==> src/rtl/score_pkg.sv <==
// Shared types and constants for the BCD score keeper.
package score_pkg;

  localparam int BCD_W = 4;
  localparam logic [1:0] EDGE_RISE = 2'b01;

  typedef enum logic [1:0] {
    IDLE = 2'd0,
    ADD  = 2'd1,
    CMP  = 2'd2
  } state_t;

  // Packed BCD value with the lowest 'digits' digits set to 9 (up to 8 digits).
  function automatic logic [31:0] BCD_NINES(input int digits);
    logic [31:0] r;
    r = 32'd0;
    for (int i = 0; i < 8; i++) begin
      if (i < digits) begin
        r = {r[27:0], 4'h9};
      end else begin
        r = r;
      end
    end
    return r;
  endfunction

endpackage

==> src/rtl/bcd_digit_add.sv <==
// Single-digit BCD adder with decimal carry; combinational.
module bcd_digit_add
  import score_pkg::*;
(
  input  logic [BCD_W-1:0] a,
  input  logic [BCD_W-1:0] b,
  input  logic             cin,
  output logic [BCD_W-1:0] sum,
  output logic             cout
);

  logic [4:0] raw_s;

  // Binary add, then fold back into 0..9 with a decimal carry.
  always_comb begin
    raw_s = {1'b0, a} + {1'b0, b} + {4'b0000, cin};
    if (raw_s > 5'd9) begin
      sum  = 4'(raw_s - 5'd10);
      cout = 1'b1;
    end else begin
      sum  = raw_s[3:0];
      cout = 1'b0;
    end
  end

endmodule

==> src/rtl/bcd_score_keeper.sv <==
// Packed-BCD score and session high score with a digit-serial adder.
// Optional macro SCORE_SAT_EN: saturate at all nines instead of wrapping.
module bcd_score_keeper
  import score_pkg::*;
#(
  parameter int                  DIGITS   = 4,
  parameter logic [4*DIGITS-1:0] STEP_BCD = 16'h0010,
  parameter int                  PEND_W   = 2
) (
  input  logic                clk,
  input  logic                clr,
  input  logic                plus,
  input  logic                round_clr,
  output logic [4*DIGITS-1:0] score_bcd,
  output logic [4*DIGITS-1:0] high_bcd,
  output logic                busy,
  output logic                new_high,
  output logic                overflow,
  output logic                dropped
);

  localparam int W = BCD_W * DIGITS;
  localparam int IDX_W = (DIGITS > 1) ? $clog2(DIGITS) : 1;
  localparam logic [IDX_W-1:0] LAST_IDX = IDX_W'(DIGITS - 1);
  localparam logic [PEND_W-1:0] PEND_MAX = {PEND_W{1'b1}};
  localparam logic [W-1:0] NINES = W'(BCD_NINES(DIGITS));

  state_t            state_r, state_n;
  logic [1:0]        plus_f_r, rclr_f_r;
  logic [PEND_W-1:0] pend_r, pend_n;
  logic [IDX_W-1:0]  idx_r;
  logic              carry_r;
  logic [W-1:0]      work_r, score_r, high_r;
  logic              busy_r, new_high_r, overflow_r, dropped_r;

  logic              plus_ev_s, rclr_ev_s, start_s, dropped_s;
  logic [IDX_W+1:0]  shift_s;
  logic [BCD_W-1:0]  dig_a_s, dig_b_s, dig_sum_s;
  logic              dig_cout_s;
  logic [W-1:0]      work_n_s;

  assign plus_ev_s = (plus_f_r == EDGE_RISE);
  assign rclr_ev_s = (rclr_f_r == EDGE_RISE);

  // The one digit adder is steered to the digit selected by idx.
  assign shift_s  = {idx_r, 2'b00};
  assign dig_a_s  = BCD_W'(work_r >> shift_s);
  assign dig_b_s  = BCD_W'(STEP_BCD >> shift_s);
  assign work_n_s = (work_r & ~(W'(4'hF) << shift_s)) | (W'(dig_sum_s) << shift_s);

  bcd_digit_add u_digit_add (
    .a    (dig_a_s),
    .b    (dig_b_s),
    .cin  (carry_r),
    .sum  (dig_sum_s),
    .cout (dig_cout_s)
  );

  // Next state and pending-counter bookkeeping; round_clr overrides everything.
  always_comb begin
    state_n   = state_r;
    pend_n    = pend_r;
    start_s   = 1'b0;
    dropped_s = 1'b0;
    if (rclr_ev_s) begin
      state_n = IDLE;
      pend_n  = {PEND_W{1'b0}};
    end else begin
      case (state_r)
        IDLE: begin
          if (plus_ev_s || (pend_r != {PEND_W{1'b0}})) begin
            state_n = ADD;
            start_s = 1'b1;
            // Starting from the queue while a new event queues nets to zero.
            if (!plus_ev_s) begin
              pend_n = pend_r - PEND_W'(1);
            end else begin
              pend_n = pend_r;
            end
          end else begin
            state_n = IDLE;
          end
        end
        ADD, CMP: begin
          if (state_r == CMP) begin
            state_n = IDLE;
          end else if (idx_r == LAST_IDX) begin
            state_n = CMP;
          end else begin
            state_n = ADD;
          end
          if (plus_ev_s && (pend_r == PEND_MAX)) begin
            dropped_s = 1'b1;
          end else if (plus_ev_s) begin
            pend_n = pend_r + PEND_W'(1);
          end else begin
            pend_n = pend_r;
          end
        end
        default: state_n = IDLE;
      endcase
    end
  end

  // State register, input edge filters, pending counter and status flags.
  always_ff @(posedge clk) begin
    if (clr) begin
      state_r   <= IDLE;
      plus_f_r  <= 2'b00;
      rclr_f_r  <= 2'b00;
      pend_r    <= {PEND_W{1'b0}};
      busy_r    <= 1'b0;
      dropped_r <= 1'b0;
    end else begin
      state_r   <= state_n;
      plus_f_r  <= {plus_f_r[0], plus};
      rclr_f_r  <= {rclr_f_r[0], round_clr};
      pend_r    <= pend_n;
      busy_r    <= (state_n != IDLE);
      dropped_r <= dropped_s;
    end
  end

  // Digit-serial datapath, score commit and high-score compare.
  always_ff @(posedge clk) begin
    if (clr) begin
      idx_r      <= {IDX_W{1'b0}};
      carry_r    <= 1'b0;
      work_r     <= {W{1'b0}};
      score_r    <= {W{1'b0}};
      high_r     <= {W{1'b0}};
      new_high_r <= 1'b0;
      overflow_r <= 1'b0;
    end else begin
      new_high_r <= 1'b0;
      overflow_r <= 1'b0;
      if (rclr_ev_s) begin
        score_r <= {W{1'b0}};
        idx_r   <= {IDX_W{1'b0}};
        carry_r <= 1'b0;
      end else begin
        case (state_r)
          IDLE: begin
            if (start_s) begin
              work_r  <= score_r;
              idx_r   <= {IDX_W{1'b0}};
              carry_r <= 1'b0;
            end else begin
              work_r  <= work_r;
            end
          end
          ADD: begin
            work_r  <= work_n_s;
            carry_r <= dig_cout_s;
            idx_r   <= idx_r + IDX_W'(1);
            if (idx_r == LAST_IDX) begin
              overflow_r <= dig_cout_s;
`ifdef SCORE_SAT_EN
              score_r <= dig_cout_s ? NINES : work_n_s;
`else
              score_r <= work_n_s;
`endif
            end else begin
              score_r <= score_r;
            end
          end
          CMP: begin
            // Packed BCD orders the same as its binary reading.
            if (score_r > high_r) begin
              high_r     <= score_r;
              new_high_r <= 1'b1;
            end else begin
              high_r     <= high_r;
            end
          end
          default: begin
            idx_r <= {IDX_W{1'b0}};
          end
        endcase
      end
    end
  end

  assign score_bcd = score_r;
  assign high_bcd  = high_r;
  assign busy      = busy_r;
  assign new_high  = new_high_r;
  assign overflow  = overflow_r;
  assign dropped   = dropped_r;

endmodule

==> config.mk <==
export PLATFORM = sky130hd
export DESIGN_NAME = bcd_score_keeper
export DESIGN_NICKNAME = d
export VERILOG_FILES = /design/src/rtl/score_pkg.sv /design/src/rtl/bcd_digit_add.sv /design/src/rtl/bcd_score_keeper.sv
export SDC_FILE = /design/constraint.sdc
export NUM_CORES = 1
export LEC_CHECK = 0
export BUFFER_PORTS_ARGS = -buffer_cell sky130_fd_sc_hd__buf_2
export CAP_MARGIN = 10
export CORE_MARGIN = 4
export CORE_UTILIZATION = 53
export DETAILED_ROUTE_END_ITERATION = 12
export PLACE_DENSITY_LB_ADDON = 0.1
export SLEW_MARGIN = 20
export SYNTH_ARGS = -nofsm -noshare
export SYNTH_HDL_FRONTEND = slang
export SYNTH_HIERARCHICAL = 1
export SYNTH_SLANG_ARGS = --single-unit
==> constraint.sdc <==
create_clock -name clk -period 9.7 [get_ports clk]
set_input_delay 1.455 -clock clk [delete_from_list [all_inputs] [get_ports clk]]
set_output_delay 1.455 -clock clk [all_outputs]
set_load 0.01 [all_outputs]
=== Yosys cells after proc, flatten, opt, wreduce, memory -nomap -nowiden ===
Cells that the tools add are included.
Widths: inputs -> output; s select.

* Register bits: 63
* Input port bits: 4
* Output and inout bits: 36
* Logic and storage cells: 85

* Add/subtract/negate cells: 6
* Order comparisons: 2
* Eq/ne operators: 11
* Shifts and indexed selects: 4
* Mux-type cells: 23
* Bitwise operators: 8
* Reduce and logical (&&, ||, !) cells: 18

{| class="wikitable"
|+ Operators by type and width
! kind !! count
|-
| $pmux 16 s2 || 1
|-
| $and 16x16->16 || 1
|-
| $gt 16x16->1 || 1
|-
| $mux 16 || 1
|-
| $mux 2 || 8
|-
| $not 16->16 || 1
|-
| $or 16x16->16 || 1
|-
| $shl 4x4->16 || 1
|-
| $shl 4x4->16 const A || 1
|-
| $shr 16x4->4 || 1
|-
| $ne 2x2->1 const B || 5
|-
| $mux 1 || 8
|-
| $pmux 2 s2 || 2
|-
| $reduce_bool 2->1 || 4
|-
| $eq 2x1->1 const B || 3
|-
| $eq 2x2->1 const B || 3
|-
| $pmux 2 s3 || 1
|-
| $reduce_and 2->1 || 3
|-
| $reduce_and 3->1 || 2
|-
| $reduce_or 3->1 || 2
|-
| $add 4x4->5 || 1
|-
| $add 5x1->5 || 1
|-
| $gt 5x4->1 const B || 1
|-
| $not 1->1 || 5
|-
| 12 further kinds || 14
|}

=== Logic depth before layout (Yosys ltp) ===
* Depth after elaboration: 8
* Gate-level depth with buffers: 15
* Depth with buffers taken out: 13

=== Modules after synthesis ===
The synthesis kept the hierarchy.

{| class="wikitable"
|+ Modules (own cells, without submodules)
! module !! instances !! cells each !! area an instance (um2) !! seq. area each (um2)
|-
| bcd_score_keeper || 1 || 392 || 3357.0 || 1261.2
|-
| bcd_digit_add || 1 || 22 || 211.5 || 0.0
|}

=== Least setup slack after synthesis ===
Ideal clock, no wire load.

* Path type: reg-to-reg
* Start: register idx_r[1]
* End: register work_r[2]
* Setup time: 0.071 ns
* Arrival time: 3.758 ns
* Required time: 9.629 ns
* Slack: 5.872 ns
* Stages on the path, launching flop included: 15
* Buffers on the path: 2
* Period minus slack after synthesis: 3.828 ns
* Path through: dfxtp_1 -> clkbuf_1 -> clkbuf_1 -> mux4_2 -> fa_1 -> fa_1 -> xnor2_1 -> ha_1 -> a31o_1 -> o31ai_4 -> mux2i_1 -> a21oi_1 -> nand2_1 -> o211ai_1 -> a21oi_1

* Cells in the longest elaborated chain, start to end: 8
* Elaborated cells between the ends (all ways): 13
* Classes of those cells: add/sub: 3; order compare: 1; shift: 4; mux: 2; bitwise: 3

{| class="wikitable"
|+ Ends and longest elaborated chain
! element !! line !! RTL
|-
| start, declared || bcd_score_keeper.sv:31 || <nowiki>logic [IDX_W-1:0] idx_r;</nowiki>
|-
| start signal, assigned || bcd_score_keeper.sv:127 || <nowiki>idx_r <= {IDX_W{1'b0}};</nowiki>
|-
| start signal, assigned || bcd_score_keeper.sv:139 || <nowiki>idx_r <= {IDX_W{1'b0}};</nowiki>
|-
| start signal, assigned || bcd_score_keeper.sv:146 || <nowiki>idx_r <= {IDX_W{1'b0}};</nowiki>
|-
| $shr 16x4->4 * || bcd_score_keeper.sv:47 || <nowiki>assign dig_a_s = BCD_W'(work_r >> shift_s);</nowiki>
|-
| via dig_a_s[0] || bcd_score_keeper.sv:38 || <nowiki>logic [BCD_W-1:0] dig_a_s, dig_b_s, dig_sum_s;</nowiki>
|-
| $add 4x4->5 * || bcd_digit_add.sv:16 || <nowiki>raw_s = {1'b0, a} + {1'b0, b} + {4'b0000, cin};</nowiki>
|-
| $add 5x1->5 * || bcd_digit_add.sv:16 ||
|-
| $sub 4x4->4 or $gt 5x4->1 (tied branches) || bcd_digit_add.sv:18, bcd_digit_add.sv:17 ||
|-
| $mux 4 * || bcd_digit_add.sv:17 || <nowiki>if (raw_s > 5'd9) begin</nowiki>
|-
| via dig_sum_s[2] || bcd_score_keeper.sv:38 ||
|-
| $shl 4x4->16 * || bcd_score_keeper.sv:49 || <nowiki>assign work_n_s = (work_r & ~(W'(4'hF) << shift_s)) | (W'(dig_sum_s) << shift_s);</nowiki>
|-
| $or 16x16->16 * || bcd_score_keeper.sv:49 ||
|-
| $pmux 16 s2 * || bcd_score_keeper.sv:142 || <nowiki>case (state_r)</nowiki>
|-
| end signal, assigned || bcd_score_keeper.sv:145 || <nowiki>work_r <= score_r;</nowiki>
|-
| end signal, assigned || bcd_score_keeper.sv:149 || <nowiki>work_r <= work_r;</nowiki>
|-
| end signal, assigned || bcd_score_keeper.sv:153 || <nowiki>work_r <= work_n_s;</nowiki>
|-
| end, declared || bcd_score_keeper.sv:33 || <nowiki>logic [W-1:0] work_r, score_r, high_r;</nowiki>
|}

Mark *: on every way through the listed nets, which the timed path passes. The rest lies on a longest branch.
A chain may end at the register's enable or synchronous reset.

=== Worst setup path after layout ===
* Start: register idx_r[0]
* End: register work_r[6]

The elaborated chain is that of the path after synthesis.

==> impl_metrics.env <==
export IMPL_ys_warn_count=6
export IMPL_required_ns=9.96
export IMPL_dp_cells=510
export IMPL_overflow=0
export IMPL_async_reset_ff_share_pct=0
export IMPL_wl_per_cell_um=15.6
export IMPL_hold_viol=0
export IMPL_synth_common_cells="dfxtp_1 (63), a21oi_1 (43), nand2_1 (37), nand2b_1 (37), inv_1 (29)"
export IMPL_fin_worst_skew_ns=0.00785
export IMPL_tightest_slew_ns=1.10
export IMPL_diodes=0
export IMPL_worst_setup_path_start_kind="register"
export IMPL_ios=40
export IMPL_routabilityCongestion=0.812
export IMPL_leakage_nw=1.49
export IMPL_yosysTopAreaCellShare_pct=35.3
export IMPL_ys_top_cells_by_area="dfxtp_1 (35%), ha_1 (9.8%), nand2b_1 (6.5%), a21oi_1 (6.0%), mux2i_1 (5.0%)"
export IMPL_setup_slack_ns=5.22
export IMPL_initial_core_util_pct=55.2
export IMPL_finalMaxSlewViolations=0
export IMPL_finalSetupViolations=0
export IMPL_ir_worst_vdd_mv=0.0930
export IMPL_post_dp_cell_area_um2=3760
export IMPL_detail_route_iter0_violations=186
export IMPL_cap_violations=0
export IMPL_cts_sinks=63
export IMPL_antenna_found_initial=0
export IMPL_die_w_um=90.1
export IMPL_rsz0062_at_grt="false"
export IMPL_grt_pass1_wl_mm=13.6
export IMPL_clk_path_buf_depth=2
export IMPL_grt_use_total_pct=20.6
export IMPL_min_period_over_period_pct=46.2
export IMPL_ys_ff_latch=63
export IMPL_syn_area_um2=3570
export IMPL_viasPerCell=5.67
export IMPL_yosysTopAreaCell="dfxtp_1"
export IMPL_slew_headroom_pct=26.5
export IMPL_tns_ns=0
export IMPL_cts_resized=0
export IMPL_status="complete, no violations"
export IMPL_area_delta_synth_final_pct=10.9
export IMPL_post_route_min_period_ns=4.48
export IMPL_synth_edff_count=0
export IMPL_fp_dieArea_um2=8110
export IMPL_numCtsBuffers=9
export IMPL_fmax_mhz=223
export IMPL_grt_max_degree=55
export IMPL_clkLatencyLatePin_ns=0.34
export IMPL_final_cell_area_um2=3960
export IMPL_p_per_area_nw_per_um2=136
export IMPL_die_h_um=90.1
export IMPL_cts_setup_buffers=0
export IMPL_place_ws_ns=5.33
export IMPL_wirelength_mm=8.19
export IMPL_synth_seq_area_share_pct=35.3
export IMPL_path_clk_slew_ns=0.07
export IMPL_firstDrtPassIters=4
export IMPL_path_class="reg2reg"
export IMPL_hp_class="reg2reg"
export IMPL_tritoncts="done"
export IMPL_drive_gt1_share_pct=14.7
export IMPL_yosysMostFrequentCell="dfxtp_1"
export IMPL_core_um2=6460
export IMPL_fin_cells=525
export IMPL_clockRootBuffer="clkbuf_8"
export IMPL_num_vias=2975
export IMPL_num_rows=29
export IMPL_synth_distinct_cells=48
export IMPL_synth_top_flop_cell="dfxtp_1"
export IMPL_fin_nets=478
export IMPL_syn_avg_cell_area_um2=8.62
export IMPL_cp_arrival_ns=4.75
export IMPL_io_buffers=39
export IMPL_end_kind="register"
export IMPL_drc_errors=0
export IMPL_crit_fanout=20
export IMPL_htree_levels=3
export IMPL_dpl_hpwl_mm=5.56
export IMPL_cts_hold_buffers=0
export IMPL_grt_pass1_vias=2773
export IMPL_postRouteAntennaNets=0
export IMPL_postSynthCellCount=414
-- flip-flops by register name (all words and copies together) (netlist names), 2 cells and up --
name       count
high_bcd      16
idx_r          2
pend_r         2
plus_f_r       2
rclr_f_r       2
score_bcd     16
state_r        2
work_r        16
-- metrics by stage --
step | utilization, % | total power [W] | hold WS [ns]
2_1_floorplan | - | 0.000300 | 0.431
3_3_place_gp | 58.2 | 0.000309 | 0.447
3_5_place_dp | 58.2 | 0.000310 | 0.466
4_1_cts | 61.3 | 0.000542 | 0.477
5_1_grt | 61.3 | 0.000560 | 0.486
6_report | 61.3 | 0.000538 | 0.473
-- cell families after synthesis --
kind of cell	share of synthesized area, %
buffers and inverters	6.59
adder cells (fa/ha/maj)	10.9
AO/OA/AOI/OAI	17.7
AND/OR/NAND/NOR	21.2
flip-flops	35.3
multiplexers	7.57
XOR/XNOR	0.491
other	0.105
-- worst max-delay path, cell delays in order (launching register included) --
cell,delay [ns]
dfxtp_1,0.79
mux4_2,0.61
fa_1,0.47
fa_1,0.43
xnor2_1,0.19
ha_1,0.25
a31o_1,0.23
o31ai_4,0.36
mux2i_1,0.52
a21oi_1,0.16
nand2_1,0.10
o211ai_1,0.08
a21oi_1,0.19
-- routing by layer --
layer	GRT usage (%)	vias to the layer above	share of wire, %
met5	0	-	0
met1	27.5	1399	46
met3	5.93	11	6.2
met4	9.57	0	1.8
li1	-	1490	-
met2	30.9	75	46
-- worst paths after layout --
path / startpoint / endpoint / slack, ns / cells after the start
setup / recovery: idx_r[0] / work_r[6] / 5.22 / 12
hold / removal: plus_f_r[0] / plus_f_r[1] / 0.47 / 1
setup reg to reg: idx_r[0] / work_r[6] / 5.22 / 12
hold reg to reg: plus_f_r[0] / plus_f_r[1] / 0.47 / 1
-- placed cells by master, fill, tap and decap left out, types with 2 or more instances in the layout --
master	netlist	routed
a21oi_1	43	43
o21ai_0	5	5
mux4_2	4	4
a211oi_1	14	14
xnor2_1	2	2
nand4_1	10	10
conb_1	1	4
fa_1	2	2
clkbuf_8	0	11
inv_1	29	29
o31a_1	2	2
buf_4	0	2
clkinv_2	0	3
nor3_1	2	2
o221ai_1	2	2
a22oi_1	4	4
buf_2	7	39
o211ai_1	13	13
nand3_1	5	5
ha_1	28	28
nand2b_1	37	37
dfxtp_1	63	63
nand2_1	37	37
mux2i_1	18	18
nor2_1	26	26
nor2b_1	21	21
-- power breakdown --
part | internal, W | total [W] | switching [W] | leakage (nW)
clock | 0.000130 | 0.000234 | 0.000104 | 0.105
sequential | 0.000261 | 0.000263 | 0.00000181 | 0.509
combinational | 0.0000139 | 0.0000419 | 0.0000281 | 0.877
-- final cells by class --
type                            instances  area (um2)
Fill cell                             607        2500
Sequential cell                        63        1260
Multi-Input combinational cell        300        2080
Timing Repair Buffer                   41         210
Clock buffer                           11         151
Inverter                               29         109
Tap cell                               77        96.3
Clock inverter                          4        45.0
Note: power is estimated with default switching activity, not from simulation.
